===== config.mk =====
export PLATFORM = sky130hd
export DESIGN_NAME = anton_neopixel_bus_arbiter
export DESIGN_NICKNAME = d
export VERILOG_FILES = /design/src/rtl/anton_neopixel_bus_arbiter.sv
export SDC_FILE = /design/constraint.sdc
export NUM_CORES = 1
export LEC_CHECK = 0
export CAP_MARGIN = 20
export CORE_MARGIN = 2
export CORE_UTILIZATION = 47
export CTS_BUF_LIST = sky130_fd_sc_hd__clkbuf_8
export DETAILED_ROUTE_END_ITERATION = 10
export GPL_TIMING_DRIVEN = 0
export PLACE_DENSITY = 0.91
export SYNTH_ARGS = -nofsm -noshare
export SYNTH_HDL_FRONTEND = slang
export SYNTH_SLANG_ARGS = --single-unit

===== constraint.sdc =====
create_clock -name busClk -period 2.6 [get_ports busClk]
set_clock_uncertainty 0.15 [all_clocks]
set_input_delay 0.26 -clock busClk [delete_from_list [all_inputs] [get_ports busClk]]
set_output_delay 0.26 -clock busClk [all_outputs]
set_load 0.03 [all_outputs]

===== src/rtl/anton_neopixel_bus_arbiter.sv =====
// Two-master round-robin arbiter for the neopixel register bus, with a bounded
// grant lock so one requester can stream a pixel burst without interleaving.
module anton_neopixel_bus_arbiter #(
  parameter int ADDR_BITS    = 14,
  parameter int READ_LATENCY = 1,
  parameter int LOCK_MAX     = 16
) (
  input  logic                 busClk,
  input  logic                 busReset,
  input  logic                 m0_req,
  input  logic                 m1_req,
  input  logic [ADDR_BITS-1:0] m0_addr,
  input  logic [ADDR_BITS-1:0] m1_addr,
  input  logic [7:0]           m0_wdata,
  input  logic [7:0]           m1_wdata,
  input  logic                 m0_write,
  input  logic                 m1_write,
  input  logic                 m0_lock,
  input  logic                 m1_lock,
  output logic                 m0_ack,
  output logic                 m1_ack,
  output logic [7:0]           m0_rdata,
  output logic [7:0]           m1_rdata,
  output logic [ADDR_BITS-1:0] busAddr,
  output logic [7:0]           busDataIn,
  output logic                 busWrite,
  output logic                 busRead,
  input  logic [7:0]           busDataOut,
  output logic                 busy
);

  typedef enum logic [1:0] {IDLE, WRITE, READ, RESP} state_t;

  localparam logic [2:0] RD_LAST   = 3'(READ_LATENCY);
  localparam logic [7:0] LOCK_LAST = 8'(LOCK_MAX);

  state_t         state;
  logic           cur;
  logic           cur_lock;
  logic           last_grant;
  logic           own_valid;
  logic           owner;
  logic [7:0]     lock_cnt;
  logic [2:0]     rd_cnt;

  logic                 win;
  logic [ADDR_BITS-1:0] sel_addr;
  logic [7:0]           sel_wdata;
  logic                 sel_write;
  logic                 sel_lock;
  logic [7:0]           next_cnt;

  always_comb begin
    win = ~last_grant;
    if (own_valid && (owner ? m1_req : m0_req))
      win = owner;
    else if (m0_req != m1_req)
      win = m1_req;
    sel_addr  = win ? m1_addr  : m0_addr;
    sel_wdata = win ? m1_wdata : m0_wdata;
    sel_write = win ? m1_write : m0_write;
    sel_lock  = win ? m1_lock  : m0_lock;
    // Owner is always the current master when set at ack time, so the run just extends.
    next_cnt  = own_valid ? lock_cnt + 8'd1 : 8'd1;
  end

  always_ff @(posedge busClk) begin
    if (busReset) begin
      state      <= IDLE;
      cur        <= 1'b0;
      cur_lock   <= 1'b0;
      last_grant <= 1'b1;
      own_valid  <= 1'b0;
      owner      <= 1'b0;
      lock_cnt   <= '0;
      rd_cnt     <= '0;
      m0_ack     <= 1'b0;
      m1_ack     <= 1'b0;
      m0_rdata   <= '0;
      m1_rdata   <= '0;
      busAddr    <= '0;
      busDataIn  <= '0;
      busWrite   <= 1'b0;
      busRead    <= 1'b0;
      busy       <= 1'b0;
    end else begin
      m0_ack <= 1'b0;
      m1_ack <= 1'b0;
      case (state)
        IDLE: begin
          if (m0_req || m1_req) begin
            cur        <= win;
            cur_lock   <= sel_lock;
            last_grant <= win;
            busAddr    <= sel_addr;
            busy       <= 1'b1;
            if (own_valid && owner != win) begin
              own_valid <= 1'b0;
              lock_cnt  <= '0;
            end
            if (sel_write) begin
              busDataIn <= sel_wdata;
              busWrite  <= 1'b1;
              m0_ack    <= ~win;
              m1_ack    <= win;
              state     <= WRITE;
            end else begin
              busRead <= 1'b1;
              rd_cnt  <= 3'd1;
              state   <= READ;
            end
          end
        end
        WRITE: begin
          busWrite <= 1'b0;
          busy     <= 1'b0;
          state    <= IDLE;
        end
        READ: begin
          if (rd_cnt == RD_LAST) begin
            busRead <= 1'b0;
            if (cur) begin
              m1_rdata <= busDataOut;
              m1_ack   <= 1'b1;
            end else begin
              m0_rdata <= busDataOut;
              m0_ack   <= 1'b1;
            end
            state <= RESP;
          end else begin
            rd_cnt <= rd_cnt + 3'd1;
          end
        end
        RESP: begin
          busy  <= 1'b0;
          state <= IDLE;
        end
      endcase
      if (state == WRITE || state == RESP) begin
        if (cur_lock && next_cnt != LOCK_LAST) begin
          own_valid <= 1'b1;
          owner     <= cur;
          lock_cnt  <= next_cnt;
        end else begin
          own_valid <= 1'b0;
          lock_cnt  <= '0;
        end
      end
    end
  end

endmodule


======== After elaboration in Yosys (flattened, before gate mapping) ========
Index checks and enable logic that the tools add are counted.
storage, ports and cells
  logic and storage cells ................. 103
  bits in registers ....................... 61
  input port bits ......................... 60
  output and inout bits ................... 43
operators by class
  eq/ne operators ......................... 12
  reductions and logical operators ........ 24
  multiplexer cells ....................... 45
  bitwise operators ....................... 3
  add/sub/neg operators ................... 2
operators by type and width
  kind                                                             count
  8-bit two-way mux                                                7
  1-bit two-way mux                                                24
  3-bit AND reduction                                              5
  14-bit two-way mux                                               1
  2-bit nonzero test                                               6
  2-bit != test, second input constant                             5
  1-bit case mux with 2 select lines                               5
  3-bit two-way mux                                                3
  8-bit by 1-bit adder with 8-bit output, second input constant    1
  8-bit by 5-bit != test with 1-bit output, second input constant  1
  2-bit AND reduction                                              4
  4-bit AND reduction                                              2
  2-bit two-way mux                                                3
  2-bit case mux with 3 select lines                               1
  3-bit case mux with 2 select lines                               1
  2-bit == test, second input constant                             2
  3-bit by 1-bit adder with 3-bit output, second input constant    1
  3-bit by 1-bit == test with 1-bit output, second input constant  1
  1-bit logical AND                                                3
  1-bit NOT                                                        3
  2-bit by 1-bit == test with 1-bit output, second input constant  1
  2-bit logical NOT                                                1
  1-bit logical OR                                                 2
  1-bit != test                                                    2
  2-bit OR reduction                                               1

======== Logic depth before layout (Yosys ltp) ========
Gate-level depths: netlist (run 1).
  depth in word-level cells ............... 9
  depth in mapped cells ................... 8
  depth with buffers taken out ............ 7

======== Worst setup path before layout (run 1) ========
No wires, ideal clock.
  path type ............................... in2reg
  from .................................... input port m0_req
  to ...................................... register busDataIn[6]
  setup time .............................. 139 ps
  arrival ................................. 1777 ps
  stages .................................. 8
  buffers on the path ..................... 1
  slack ................................... 534 ps
  data required time ...................... 2311 ps
  path through ............................ inv_1 ha_1 nand2b_2 a21o_2 buf_4 and3_1 a2111oi_2 a211oi_2
on the way
  longest elaborated chain between the ends .. 5
  elaborated cells between the ends (all ways) .. 9
  those cells by class .................... eq/ne: 1; mux: 5; reduce/logical: 3
RTL lines
  item                                                           RTL line  RTL
  start, declared                                                10        input logic m0_req,
  1-bit != test / 1-bit two-way mux (equally long branches)      57, 55
  1-bit two-way mux / 1-bit logical AND (equally long branches)  57, 55
  1-bit two-way mux                                              55        if (own_valid && (owner ? m1_req : m0_req))
  1-bit two-way mux                                              61        sel_write = win ? m1_write : m0_write;
  3-bit AND reduction (no line)                                  --
  end signal, assigned                                           102       busDataIn <= sel_wdata;
  end, declared                                                  25        output logic [7:0] busDataIn,
Parallel ways exist; a longest one is shown, timed or not.
A chain may end at the register's enable or synchronous reset.

======== Worst setup path in the final report (run 1) ========
  from .................................... input port m1_req
  to ...................................... register rd_cnt[2]
on the way
  longest elaborated chain between the ends .. 6
  elaborated cells between the ends (all ways) .. 10
  those cells by class .................... eq/ne: 3; mux: 4; reduce/logical: 3
RTL lines
  item                                                           RTL line  RTL
  start, declared                                                11        input logic m1_req,
  1-bit != test / 1-bit two-way mux (equally long branches)      57, 55
  1-bit two-way mux / 1-bit logical AND (equally long branches)  57, 55
  1-bit two-way mux                                              55
  1-bit two-way mux                                              61
  2-bit != test (no line)                                        --
  4-bit AND reduction (no line) *                                --
  end signal, assigned                                           131       rd_cnt <= rd_cnt + 3'd1;
  end, declared                                                  44        logic [2:0] rd_cnt;
Mark *: on every way between the ends. The rest lies on a longest branch, timed or not.

==> results_dict.tcl, run 1 <==
set metrics [dict create \
    status "complete, no violations" \
    power.density_nw_per_um2 631 \
    power_leakage_nw 1.65 \
    stdcell_count 537 \
    synth_edf_count 0 \
    final_common_cell "clkdlybuf4s50_1" \
    antennaDiodeCount 0 \
    syn_avg_cell_area_um2 8.91 \
    cp-end-kind "register" \
    grt_pass1_vias 3014 \
    htreeDepth 3 \
    root_buffer "clkbuf_8" \
    num_vias 3055 \
    cpPeakStageDelay_ns 0.52 \
    cts.clk_slew.worst_paths_ns 0.08 \
    cts_hold_buf 0 \
    ios 103 \
    slew_headroom_pct 52.0 \
    cts_resized 0 \
    grt.total_usage_pct 23.0 \
    drc 0 \
    worstSetupPathType "in -> reg" \
    drt-met1-wl_um 3490 \
    r2r_cells 5 \
    crit_required_ns 2.68 \
    rows 29 \
    highest_layer "met4" \
    overflow 0 \
    cts_inserted_buffers 9 \
    fin_tns_setup_ns 0 \
    synth_ff_type "dfxtp_1" \
    numPortBuffers 102 \
    cts_max_path_buffers 2 \
    vdd.ir_drop.worst_mv 0.449 \
    grt_max_degree 14 \
    synthArstFlopShare_pct 0 \
    worstPathArrival_ns 2.62 \
    crit_family "buffers and inverters" \
    fin_area_um2 4360 \
    post-route-period-util_pct 97.5 \
    period_needed_ns 2.54 \
    final-setup-viol-count 0 \
    core-area_um2 6310 \
    clock_sinks 61 \
    fp.dieW_um 84.5 \
    cap_violations 0 \
    whs_endpoint "busDataIn[1]$_SDFFE_PP0P_" \
    min_path_cells 2 \
    ys_warn_count 0 \
    cp_max_fo 10 \
    drive_above_1_share_pct 11.5 \
    wl_met2_um 4240 \
    routed_via_density 5.69 \
    synth_fp_nets 406 \
    hold_class "reg -> reg" \
    gp_congestion 0.926 \
    worst-path-buf-inv 3 \
    grt_antenna_before_repair 0 \
    finalNetCount 519 \
    area_growth_pct 43.1 \
    mappedNetlistArea_um2 3050 \
    drt_iter0_drc 156 \
    grt_first_pass_wirelength_um 13500 \
    cp-start-kind "primary input" \
    num-fill-cells 535 \
    synth_area_leaders "dfxtp_1 (40%), mux2i_1 (5.9%), a311oi_1 (5.5%), nand2_1 (5.0%), nor2_1 (4.7%)" \
    slew_violations 0 \
    start_util_pct 48.3 \
    synth_area_leader_cell "dfxtp_1" \
    regToRegSetupSlack_ns 0.41 \
    cp_slowest_cell "clkdlybuf4s50_1" \
    die_h_um 84.5 \
    ys_ff_latch 61 \
    dp_cells 521 \
    route.met3.wl_um 603 \
    yosys.cell_types.count 59 \
    r2r_end "busAddr[12]$_SDFFE_PP0P_" \
    place_area_um2 4170 \
    routedWlPerCell_um 15.8 \
    min_from "busDataIn[1]$_SDFFE_PP0P_" \
    yosysSeqAreaShare_pct 40.1 \
    hold_viol_final 0 \
    tightestPinTransition_ns 0.717 \
    fmax_mhz 394 \
    drtAntennaViolNets 0 \
    dr.pass1.iters 5 \
    die_area_um2 7150 \
    cts_tree "built" \
    yosysTopAreaCellShare_pct 40.1 \
    crit_chain "clkdlybuf4s50_1 -> inv_1 -> ha_2 -> nand2b_2 -> a21o_2 -> buf_4 -> nand4_1 -> a31oi_1 -> mux2_1" \
    r2r-start "state[0]$_SDFFE_PP0P_" \
    synthCells 342 \
    grt_setup_unrepaired "false" \
    wl_um 8480 \
    hpwl_um 6080 \
    layout_common_cells "clkdlybuf4s50_1 (102), dfxtp_1 (61), nand2_1 (41), nor2_1 (38), inv_1 (20)" \
    clock_latency_ns 0.34 \
    post-cts-setup-buffers 0 \
]
[how the worst max path moves through the flow]
| stage | to | cells after the start | slack [ns] | start |
|---|---|---|---|---|
| floorplan | busDataIn[6]$_SDFFE_PP0P_ | 8 | 0.53 | m0_req |
| global placement | rd_cnt[2]$_SDFFE_PP0P_ | 8 | -0.18 | m0_req |
| detailed placement | rd_cnt[2]$_SDFFE_PP0P_ | 8 | -0.26 | m0_req |
| CTS | rd_cnt[2]$_SDFFE_PP0P_ | 8 | 0.11 | m1_req |
| global route | rd_cnt[2]$_SDFFE_PP0P_ | 9 | 0.02 | m1_req |
| finish | rd_cnt[2]$_SDFFE_PP0P_ | 9 | 0.06 | m1_req |
[synthesized netlist by cell type (2+ instances only)]
cell type,instances
a2111oi_2,5
o21a_1,3
nand3_1,4
a2111oi_0,4
o21ai_2,2
dfxtp_1,61
a21o_1,2
nor2_2,2
a211oi_2,5
inv_1,20
nand4_1,5
buf_4,2
and3_1,12
clkbuf_1,12
buf_2,5
o2bb2ai_1,3
a21boi_0,10
a31o_2,2
nand2_1,41
buf_6,2
nor2_1,38
xnor2_1,2
a31oi_1,4
nand2b_1,8
a21oi_1,7
o21ai_0,4
mux2i_1,18
nor3b_1,2
ha_1,4
a311oi_1,19
nor3_1,3
a211oi_1,4
[registers in the layout, summed over array words and instances (netlist names)]
| name | count |
|---|---|
| busAddr | 14 |
| busDataIn | 8 |
| busRead | 1 |
| busWrite | 1 |
| busy | 1 |
| cur | 1 |
| cur_lock | 1 |
| last_grant | 1 |
| lock_cnt | 8 |
| m0_ack | 1 |
| m0_rdata | 8 |
| m1_ack | 1 |
| m1_rdata | 8 |
| own_valid | 1 |
| owner | 1 |
| rd_cnt | 3 |
| state | 2 |
[worst register-to-register path, delay by kind of cell (launching register included)]
kind	cells	cell delay, ns
AND/OR/NAND/NOR	2	0.72
flip-flops	1	0.30
buffers and inverters	2	0.66
AO/OA/AOI/OAI	1	0.27
[area by class of cell]
cell class	count	area, um2	share of cell area [%]
clock inverter	7	58.8	1.35
sequential	61	1220	28.0
timing repair buffer	102	1020	23.4
tap	77	96.3	2.21
clock buffer	9	124	2.84
buffer	21	110	2.53
multi-input combinational	240	1650	37.9
inverter	20	75.1	1.72
[kinds of logic after synthesis]
group / Yosys count / synth area share [%]
buf+inv: 41 / 5.99
fa+ha+maj: 4 / 1.64
simple gates: 127 / 20.0
compound gates: 88 / 25.5
xor+xnor: 2 / 0.575
mux: 19 / 6.28
flops: 61 / 40.1
[routing by layer]
metal,global-route usage (%),vias to the layer above
li1,-,1466
met1,27.0,1445
met2,39.4,122
met3,7.67,22
met4,7.94,0
met5,0,-
[per-stage QoR]
step                util, %  worst slack, ns  total power [mW]  hold slack [ns]
floorplan                 -            0.534              1.63            0.254
global placement       66.0           -0.175              1.96            0.302
detailed placement     66.0           -0.256              1.98            0.307
CTS                    68.9            0.107              2.76            0.321
global route           69.1           0.0250              2.87            0.332
finish                 69.1           0.0647              2.75            0.322
[power by group]
part           leakage, nW  internal [mW]  total, mW  switching (mW)
Clock               0.0864          0.356      0.769           0.413
Combinational         1.06          0.382      0.891           0.508
Sequential           0.499           1.03       1.09          0.0637
No activity file was read; power rests on OpenSTA's default activity.
==> run 2: changes to the inputs <==
--- a/config.mk
+++ b/config.mk
@@ -6,12 +6,14 @@
 export NUM_CORES = 1
 export LEC_CHECK = 0
 export CAP_MARGIN = 20
-export CORE_MARGIN = 2
-export CORE_UTILIZATION = 47
+export CORE_MARGIN = 3
+export CORE_UTILIZATION = 60
 export CTS_BUF_LIST = sky130_fd_sc_hd__clkbuf_8
+export CTS_CLUSTER_DIAMETER = 50
 export DETAILED_ROUTE_END_ITERATION = 10
+export DONT_BUFFER_PORTS = 1
 export GPL_TIMING_DRIVEN = 0
-export PLACE_DENSITY = 0.91
+export PLACE_DENSITY = 0.85
 export SYNTH_ARGS = -nofsm -noshare
 export SYNTH_HDL_FRONTEND = slang
 export SYNTH_SLANG_ARGS = --single-unit
==> run 2 against run 1 <==
Compared with the run above: first-iteration DRC count grew 54%; non-clock buffer count shrank 61; sequential share of layout area grew 4.4 points; power grew 0.89%.
==> results_dict.tcl, run 2 (same netlist as run 1, synthesis figures left out) <==
set metrics [dict create \
    num_vias 2906 \
    crit_chain "clkbuf_1 -> nor3_4 -> clkbuf_1 -> a311oi_1 -> dlygate4sd3_1" \
    crit_family "buffers and inverters" \
    cts_tree "built" \
    gp_congestion 0.819 \
    final-setup-viol-count 0 \
    cpPeakStageDelay_ns 0.59 \
    post-cts-setup-buffers 0 \
    final_common_cell "dfxtp_1" \
    worstSetupPathType "reg -> reg" \
    worstPathArrival_ns 2.56 \
    fmax_mhz 405 \
    grt_pass1_vias 2945 \
    post-route-period-util_pct 95.0 \
    die_area_um2 5970 \
    dr.pass1.iters 4 \
    cp_slowest_cell "dlygate4sd3_1" \
    drt_iter0_drc 241 \
    stdcell_count 466 \
    vdd.ir_drop.worst_mv 0.460 \
    cp-end-kind "register" \
    cp-start-kind "register" \
    status "complete, no violations" \
    grt.total_usage_pct 29.9 \
    grt_use_met1_pct 32.6 \
    finalNetCount 458 \
    place_area_um2 3130 \
    cp_max_fo 10 \
    clkPwrFrac_pct 34.5 \
    numPortBuffers 0 \
    grtUsageMet3_pct 7.75 \
    area_growth_pct 23.7 \
    power_leakage_nw 1.47 \
    internal-power_mw 1.81 \
    htreeDepth 3 \
    routedWlPerCell_um 18.6 \
    hold_viol_final 0 \
    die_h_um 77.3 \
    p_sw_share_pct 34.8 \
    tightestPinTransition_ns 0.655 \
    hold_class "in -> reg" \
    crit_top_cell "clkbuf_1" \
    cts.clk_slew.worst_paths_ns 0.07 \
    wl_um 8680 \
    cap_violations 0 \
    antennaDiodeCount 0 \
    fin_tns_setup_ns 0 \
    grt_first_pass_wirelength_um 14100 \
    drtAntennaViolNets 0 \
    slew_violations 0 \
    grt_antenna_before_repair 0 \
    start_util_pct 63.3 \
    finalHoldWorstSlack_ns 0.106 \
    period_needed_ns 2.47 \
    power.total_mw 2.77 \
    grt.busiest_layer "met2" \
    root_buffer "clkbuf_8" \
    cts_max_path_buffers 2 \
    layout_common_cells "dfxtp_1 (61), nand2_1 (41), dlygate4sd3_1 (41), nor2_1 (38), inv_1 (20)" \
    top_register "busAddr" \
    power.density_nw_per_um2 736 \
    clock_sinks 61 \
    crit_required_ns 2.68 \
    drc 0 \
    slew_headroom_pct 56.3 \
    hpwl_um 5440 \
    routed_via_density 6.24 \
    fin_area_um2 3770 \
    rows 25 \
    grt_setup_unrepaired "false" \
    cts_inserted_buffers 9 \
    p_comb_share_pct 20.6 \
    dp_cells 409 \
    use_met2_pct 53.5 \
    ios 103 \
    fp.dieW_um 77.3 \
    core-area_um2 4820 \
    pwr-share-seq_pct 44.9 \
    worst-path-buf-inv 3 \
    p_sw_uw 967 \
    grt_max_degree 13 \
    largest_register_ffs 14 \
    overflow 0 \
    clock_latency_ns 0.35 \
    drive_above_1_share_pct 13.0 \
]
## run 2: final timing paths
path                             from                  endpoint  slack, ns  cells past startpoint
max reg2reg     state[0]$_SDFFE_PP0P_   busAddr[0]$_SDFFE_PP0P_       0.13                      5
min reg2reg  lock_cnt[1]$_SDFFE_PP0P_  lock_cnt[1]$_SDFFE_PP0P_       0.36                      1
max             state[0]$_SDFFE_PP0P_   busAddr[0]$_SDFFE_PP0P_       0.13                      5
min                          busReset    rd_cnt[2]$_SDFFE_PP0P_       0.11                      2
## run 2: power groups by stage
stage          logic, mW  clock network, mW  registers, mW
6_report           0.570              0.957           1.25
5_1_grt            0.628               1.00           1.26
4_1_cts            0.546              0.962           1.25
3_5_place_dp       0.481                  0           1.27
3_3_place_gp       0.466                  0           1.26
2_1_floorplan      0.390                  0           1.24
## run 2: timing repair
action,CTS,global route
resized for setup,0,1
endpoints found under the setup margin,0,4
hold buffers,41,0
hold endpoints to repair,37,0
## run 2: layout make-up
cell class / count / area (um2)
Timing Repair Buffer: 41 / 410
Tap cell: 67 / 83.8
Inverter: 20 / 75.1
Fill cell: 310 / 1050
Multi-Input combinational cell: 240 / 1650
Buffer: 21 / 108
Clock inverter: 7 / 98.8
Clock buffer: 9 / 124
Sequential cell: 61 / 1220
## run 2: worst register-to-register path, delay by kind of cell (launching register included)
kind	cells	cell delay, ns
buf+inv	3	1.26
simple gates	1	0.47
flops	1	0.30
compound gates	1	0.18
## run 2: metrics by stage
step / util [%] / setup slack (ns)
after global placement: 65.0 / 0.364
after detailed placement: 65.0 / 0.324
final: 78.3 / 0.129
after global routing: 78.3 / 0.0136
after floorplan: - / 0.534
after CTS: 78.2 / 0.0601
## run 2: routing by layer
layer / wire length [um] / vias to the layer above
met5: 0 / -
met4: 121 / 0
met3: 699 / 12
met2: 4560 / 167
met1: 3310 / 1380
li1: - / 1347
==> run 3: changes to the inputs <==
--- a/config.mk
+++ b/config.mk
@@ -8,7 +8,6 @@
 export CAP_MARGIN = 20
 export CORE_MARGIN = 3
 export CORE_UTILIZATION = 60
-export CTS_BUF_LIST = sky130_fd_sc_hd__clkbuf_8
 export CTS_CLUSTER_DIAMETER = 50
 export DETAILED_ROUTE_END_ITERATION = 10
 export DONT_BUFFER_PORTS = 1
==> results of run 3 <==
Final layout, timing and power as in run 2 (identical DEF).
==> RTL edit 1 (settings of run 2) <==
Set the parameter `ADDR_BITS` to 13 (it was 14).
--- a/src/rtl/anton_neopixel_bus_arbiter.sv
+++ b/src/rtl/anton_neopixel_bus_arbiter.sv
@@ -3,3 +3,3 @@
 module anton_neopixel_bus_arbiter #(
-  parameter int ADDR_BITS    = 14,
+  parameter int ADDR_BITS    = 13,
   parameter int READ_LATENCY = 1,
Ports: changed (resized busAddr, m0_addr and m1_addr); port bits go from 103 to 100. No check against the original RTL was run, so the function may have changed too.
==> RTL edit 1 against run 2 <==
Sequential cell count is 1 lower; total power is 4.6% lower; clock power is 16% lower; final area is 2.8% lower; largest cell class unchanged; area after synthesis is 1.4% lower; hold slack worse by 0.087 ns; highest routed layer unchanged; setup slack better by 0.025 ns; routed wire length is 2.9% higher.
==> RTL edit 1: results (changes against run 2) <==
.. list-table::
   :header-rows: 1

   * - Metric
     - Value
   * - Detailed-router iteration count before antenna repair
     - 5 (+1)
   * - Flip-flop count of the largest register after layout
     - 13 (-1)
   * - Arrival time at the worst endpoint
     - 2.57 ns (about the same)
   * - Run status
     - completed
   * - Total global routing track utilization
     - 31.38% (+1.5 points)
   * - Dominant cells by area after synthesis
     - sky130_fd_sc_hd__dfxtp_1 (40%), sky130_fd_sc_hd__nand2_1 (6.2%), sky130_fd_sc_hd__a311oi_1 (5.2%)
   * - Count of port buffers added during placement
     - 0 (unchanged)
   * - Register containing the most flip-flops in the final layout
     - busAddr
   * - Layout fillers
     - 298 (-3.9%)
   * - Number of global-route vias before repair
     - 2898 (-1.6%)
   * - Cell at the root of the clock tree
     - sky130_fd_sc_hd__clkbuf_8
   * - Initial drt markers
     - 210 (-13%)
   * - Most frequent cells after synthesis
     - sky130_fd_sc_hd__dfxtp_1 (60), sky130_fd_sc_hd__nand2_1 (50), sky130_fd_sc_hd__nor2_1 (26)
   * - Layout net count
     - 456 (-0.44%)
   * - Number of buffers inserted by post-CTS setup repair
     - 0 (unchanged)
   * - Fraction of final layout cells sized beyond drive strength 1
     - 13.82% (+0.79 points)
   * - Path type of the worst min-delay path
     - in2reg
   * - Total grt overflow
     - 0 (unchanged)
   * - Average routed wire per standard cell
     - 19.23 µm (+3.2%)
   * - HP Start
     - busReset
   * - Final estimated routing congestion in global placement
     - 0.8466 (+3.3%)
   * - Number of buffers created by CTS
     - 9 (unchanged)
   * - Reported leakage power
     - 0.001412 µW (-3.6%)
   * - Routed vias
     - 2960 (+1.9%)
   * - Register-to-Register Setup Slack
     - 0.15 ns (+0.02 ns)
   * - Global-route wire length before repair
     - 14.81 mm (+5.2%)
   * - Critical Path Start
     - state[1]
   * - # H-tree levels
     - 3 (unchanged)
   * - Headroom to the max-slew limit
     - 61.93% (+5.6 points)
   * - Maximum number of pins on one net before global-route repair
     - 11 (-2)
   * - Worst hold margin
     - 0.01907 ns (-0.08718 ns)
   * - IR drop worst, VDD
     - 0.4593 mV (about the same)
   * - Clock latency at the later pin of the worst-skew pair
     - 0.35 ns (about the same)
   * - Half-perimeter wire length after placement
     - 5.190 mm (-4.5%)
   * - Number of different library cells in the post-synthesis netlist
     - 57 (-3.4%)
   * - Share of synthesized area occupied by flip-flops and latches
     - 39.98% (-0.082 points)
[RTL edit 1: cell count changes after synthesis, moves of 5 or more]
cell                       delta
sky130_fd_sc_hd__nor2_1      -12
sky130_fd_sc_hd__nand3_1     +10
sky130_fd_sc_hd__nand2_1      +9
sky130_fd_sc_hd__mux2i_1      -8
sky130_fd_sc_hd__a211oi_1     +6
sky130_fd_sc_hd__a211oi_2     -5
sky130_fd_sc_hd__a21oi_1      +5
[RTL edit 1: worst max-delay path, stage by stage (launching register included)]
cell and delay, ns:
sky130_fd_sc_hd__dfxtp_1 0.29, sky130_fd_sc_hd__buf_2 0.18, sky130_fd_sc_hd__nor3_4 0.36, sky130_fd_sc_hd__clkbuf_1 0.44
sky130_fd_sc_hd__nor2_1 0.09, sky130_fd_sc_hd__a311oi_1 0.25, sky130_fd_sc_hd__dlygate4sd3_1 0.61
[RTL edit 1: worst paths after layout]
path	cells after the start	end
setup / recovery	6	busAddr[11]
hold / removal	2	own_valid
setup reg to reg	6	busAddr[11]
hold reg to reg	2	rd_cnt[0]
[RTL edit 1: layout make-up]
cell class	instances	area, µm²	share of cell area, %
Sequential cell	60	1201	32.76
Inverter	18	67.56	1.843
Tap cell	67	83.83	2.287
Clock buffer	9	123.9	3.379
Buffer	26	150.1	4.096
Clock inverter	6	57.56	1.570
Multi-Input combinational cell	240	1592	43.41
Timing Repair Buffer	39	390.4	10.65
[RTL edit 1: logic make-up after synthesis]
family          count (synthesis)  synth area share (%)
flops                          60                 39.98
compound gates                 90                 25.32
fa+ha+maj                       4                 1.666
simple gates                  133                 21.49
xor+xnor                        2                0.5832
mux                            11                 3.707
buf+inv                        44                 7.247
[RTL edit 1: per-layer routing]
metal	global-route usage (%)	up-vias	wire length, µm
met2	52.09	185	4439
met3	8.451	30	725
met5	0	-	0
met4	16.12	0	295
li1	-	1354	-
met1	37.02	1391	3481
[RTL edit 1: through the flow]
step	worst slack [ns]	instances	cell area, µm²
2_1_floorplan	0.5436	344	3004
3_3_place_gp	0.3284	411	3088
3_5_place_dp	0.2832	411	3088
4_1_cts	0.1693	465	3660
5_1_grt	0.02547	465	3666
6_report	0.1543	465	3666
[RTL edit 1: what timing repair did]
item                       in CTS  in global routing
setup endpoints to repair       0                  7
gates resized for setup         0                  1
hold buffers                   39                  0
hold endpoints to repair       34                  0
[RTL edit 1: power breakdown]
group / internal, µW / leakage (µW) / total [µW] / switching (µW)
combinational: 264 / 0.000822 / 619 / 356
sequential: 1010 / 0.000491 / 1220 / 213
clock: 430 / 0.000100 / 805 / 375
==> RTL edit 2 (config.mk and constraints of run 2) <==
Made on the original files. Encoding of `state_t`: now one-hot (4 bits for 4 states).
--- a/src/rtl/anton_neopixel_bus_arbiter.sv
+++ b/src/rtl/anton_neopixel_bus_arbiter.sv
@@ -31,3 +31,3 @@
 
-  typedef enum logic [1:0] {IDLE, WRITE, READ, RESP} state_t;
+  typedef enum logic [3:0] {IDLE = 4'b0001, WRITE = 4'b0010, READ = 4'b0100, RESP = 4'b1000} state_t;
 
Function: no difference found for any inputs over 10 cycles, from zero or initial values and one cycle with busReset high; not proved beyond that.
==> RTL edit 2 against run 2 <==
Total power rose by 13%; combinational power rose by 26%; final area down 12%; sequential cell count increased by 2; via count fell by 18%; setup slack better by 0.28 ns; area after synthesis down 4.6%; routed wire length fell by 22%; critical path type unchanged; highest routed layer unchanged.
==> RTL edit 2: results (changes against run 2) <==
.. list-table::
   :header-rows: 1

   * - Metric
     - Value
   * - Run status
     - completed
   * - Layout net count
     - 401 (-12%)
   * - Share of the final layout cell area in multi-input gates
     - 45.01% (+1.2 points)
   * - Power of the sequential group
     - 1470 µW (+18%)
   * - Core occupancy in the finished layout
     - 73.75% (-4.5 points)
   * - Routed vias
     - 2391 (-18%)
   * - Total global routing track utilization
     - 25.16% (-4.7 points)
   * - Total placed instance area
     - 0.002972 mm² (-5.1%)
   * - Number of standard cells after synthesis
     - 314 (-8.2%)
   * - NetSw
     - 1156 µW (+20%)
   * - Detailed-route wire length on metal 1
     - 2.734 mm (-17%)
   * - Slew at the pin closest to its max-slew limit
     - 0.7355 ns (+0.08050 ns)
   * - XOR/XNOR Fraction of Synth Area
     - 2.109% (+1.5 points)
   * - Maximum fanout along the worst path
     - 8 (-2)
   * - Initial drt markers
     - 131 (-46%)
   * - Half-perimeter wire length after placement
     - 4.698 mm (-14%)
   * - Fraction of final layout cells sized beyond drive strength 1
     - 11.11% (-1.9 points)
   * - Seq cells post-synth
     - 63 (+3.3%)
   * - Hold worst-path end
     - busDataIn[1]
   * - Post-place setup slack
     - 0.4194 ns (+0.09524 ns)
   * - Average routed wire per standard cell
     - 17.18 µm (-7.8%)
   * - Cts hold-fix bufs
     - 12 (-71%)
   * - Mux contribution to synthesized area
     - 13.78% (+7.5 points)
   * - GR met3 Demand/Resource
     - 7.256% (-0.49 points)
   * - Portion of total power attributed to the clock network
     - 30.5% (-4.0 points)
   * - Delay of the slowest critical-path stage
     - 0.46 ns (-0.13 ns)
   * - Reg2reg path depth
     - 7 (+2)
   * - Met2 layer wire length in the routed design
     - 3.474 mm (-24%)
   * - Critical-path top delay cell
     - sky130_fd_sc_hd__dfxtp_1
   * - Register-to-Register Setup Slack
     - 0.41 ns (+0.28 ns)
   * - RR Startpoint
     - lock_cnt[0]
   * - Global-route wire length before repair
     - 10.83 mm (-23%)
   * - Layout fillers
     - 317 (+2.3%)
   * - Share of synthesized area occupied by flip-flops and latches
     - 43.39% (+3.3 points)
   * - Vias per cell
     - 6.069 (-2.7%)
   * - Reg area
     - 0.001261 mm² (+3.3%)
   * - Dominant cells by area after synthesis
     - sky130_fd_sc_hd__dfxtp_1 (43%), sky130_fd_sc_hd__mux2i_1 (14%), sky130_fd_sc_hd__nor2_1 (6.8%)
==> RTL edit 2: cell count changes in the layout (fill, tap and decap cells not counted), moves of 10 or more <==
cell / delta
sky130_fd_sc_hd__nand2_1: -23
sky130_fd_sc_hd__nor2_1: +15
sky130_fd_sc_hd__a311oi_1: -19
sky130_fd_sc_hd__a21boi_0: -10
sky130_fd_sc_hd__a211oi_1: +20
sky130_fd_sc_hd__dlygate4sd3_1: -29
sky130_fd_sc_hd__inv_1: -14
sky130_fd_sc_hd__mux2i_1: +22
==> RTL edit 2: worst max-delay path by stage <==
stage | from | to | slack, ns | cells past startpoint
finish | lock_cnt[0] | owner | 0.41 | 7
global route | rd_cnt[1] | rd_cnt[1] | 0.22 | 7
CTS | lock_cnt[0] | owner | 0.42 | 7
detailed placement | lock_cnt[0] | owner | 0.42 | 7
global placement | m0_req | busWrite | 0.48 | 9
floorplan | m0_req | busWrite | 0.65 | 9
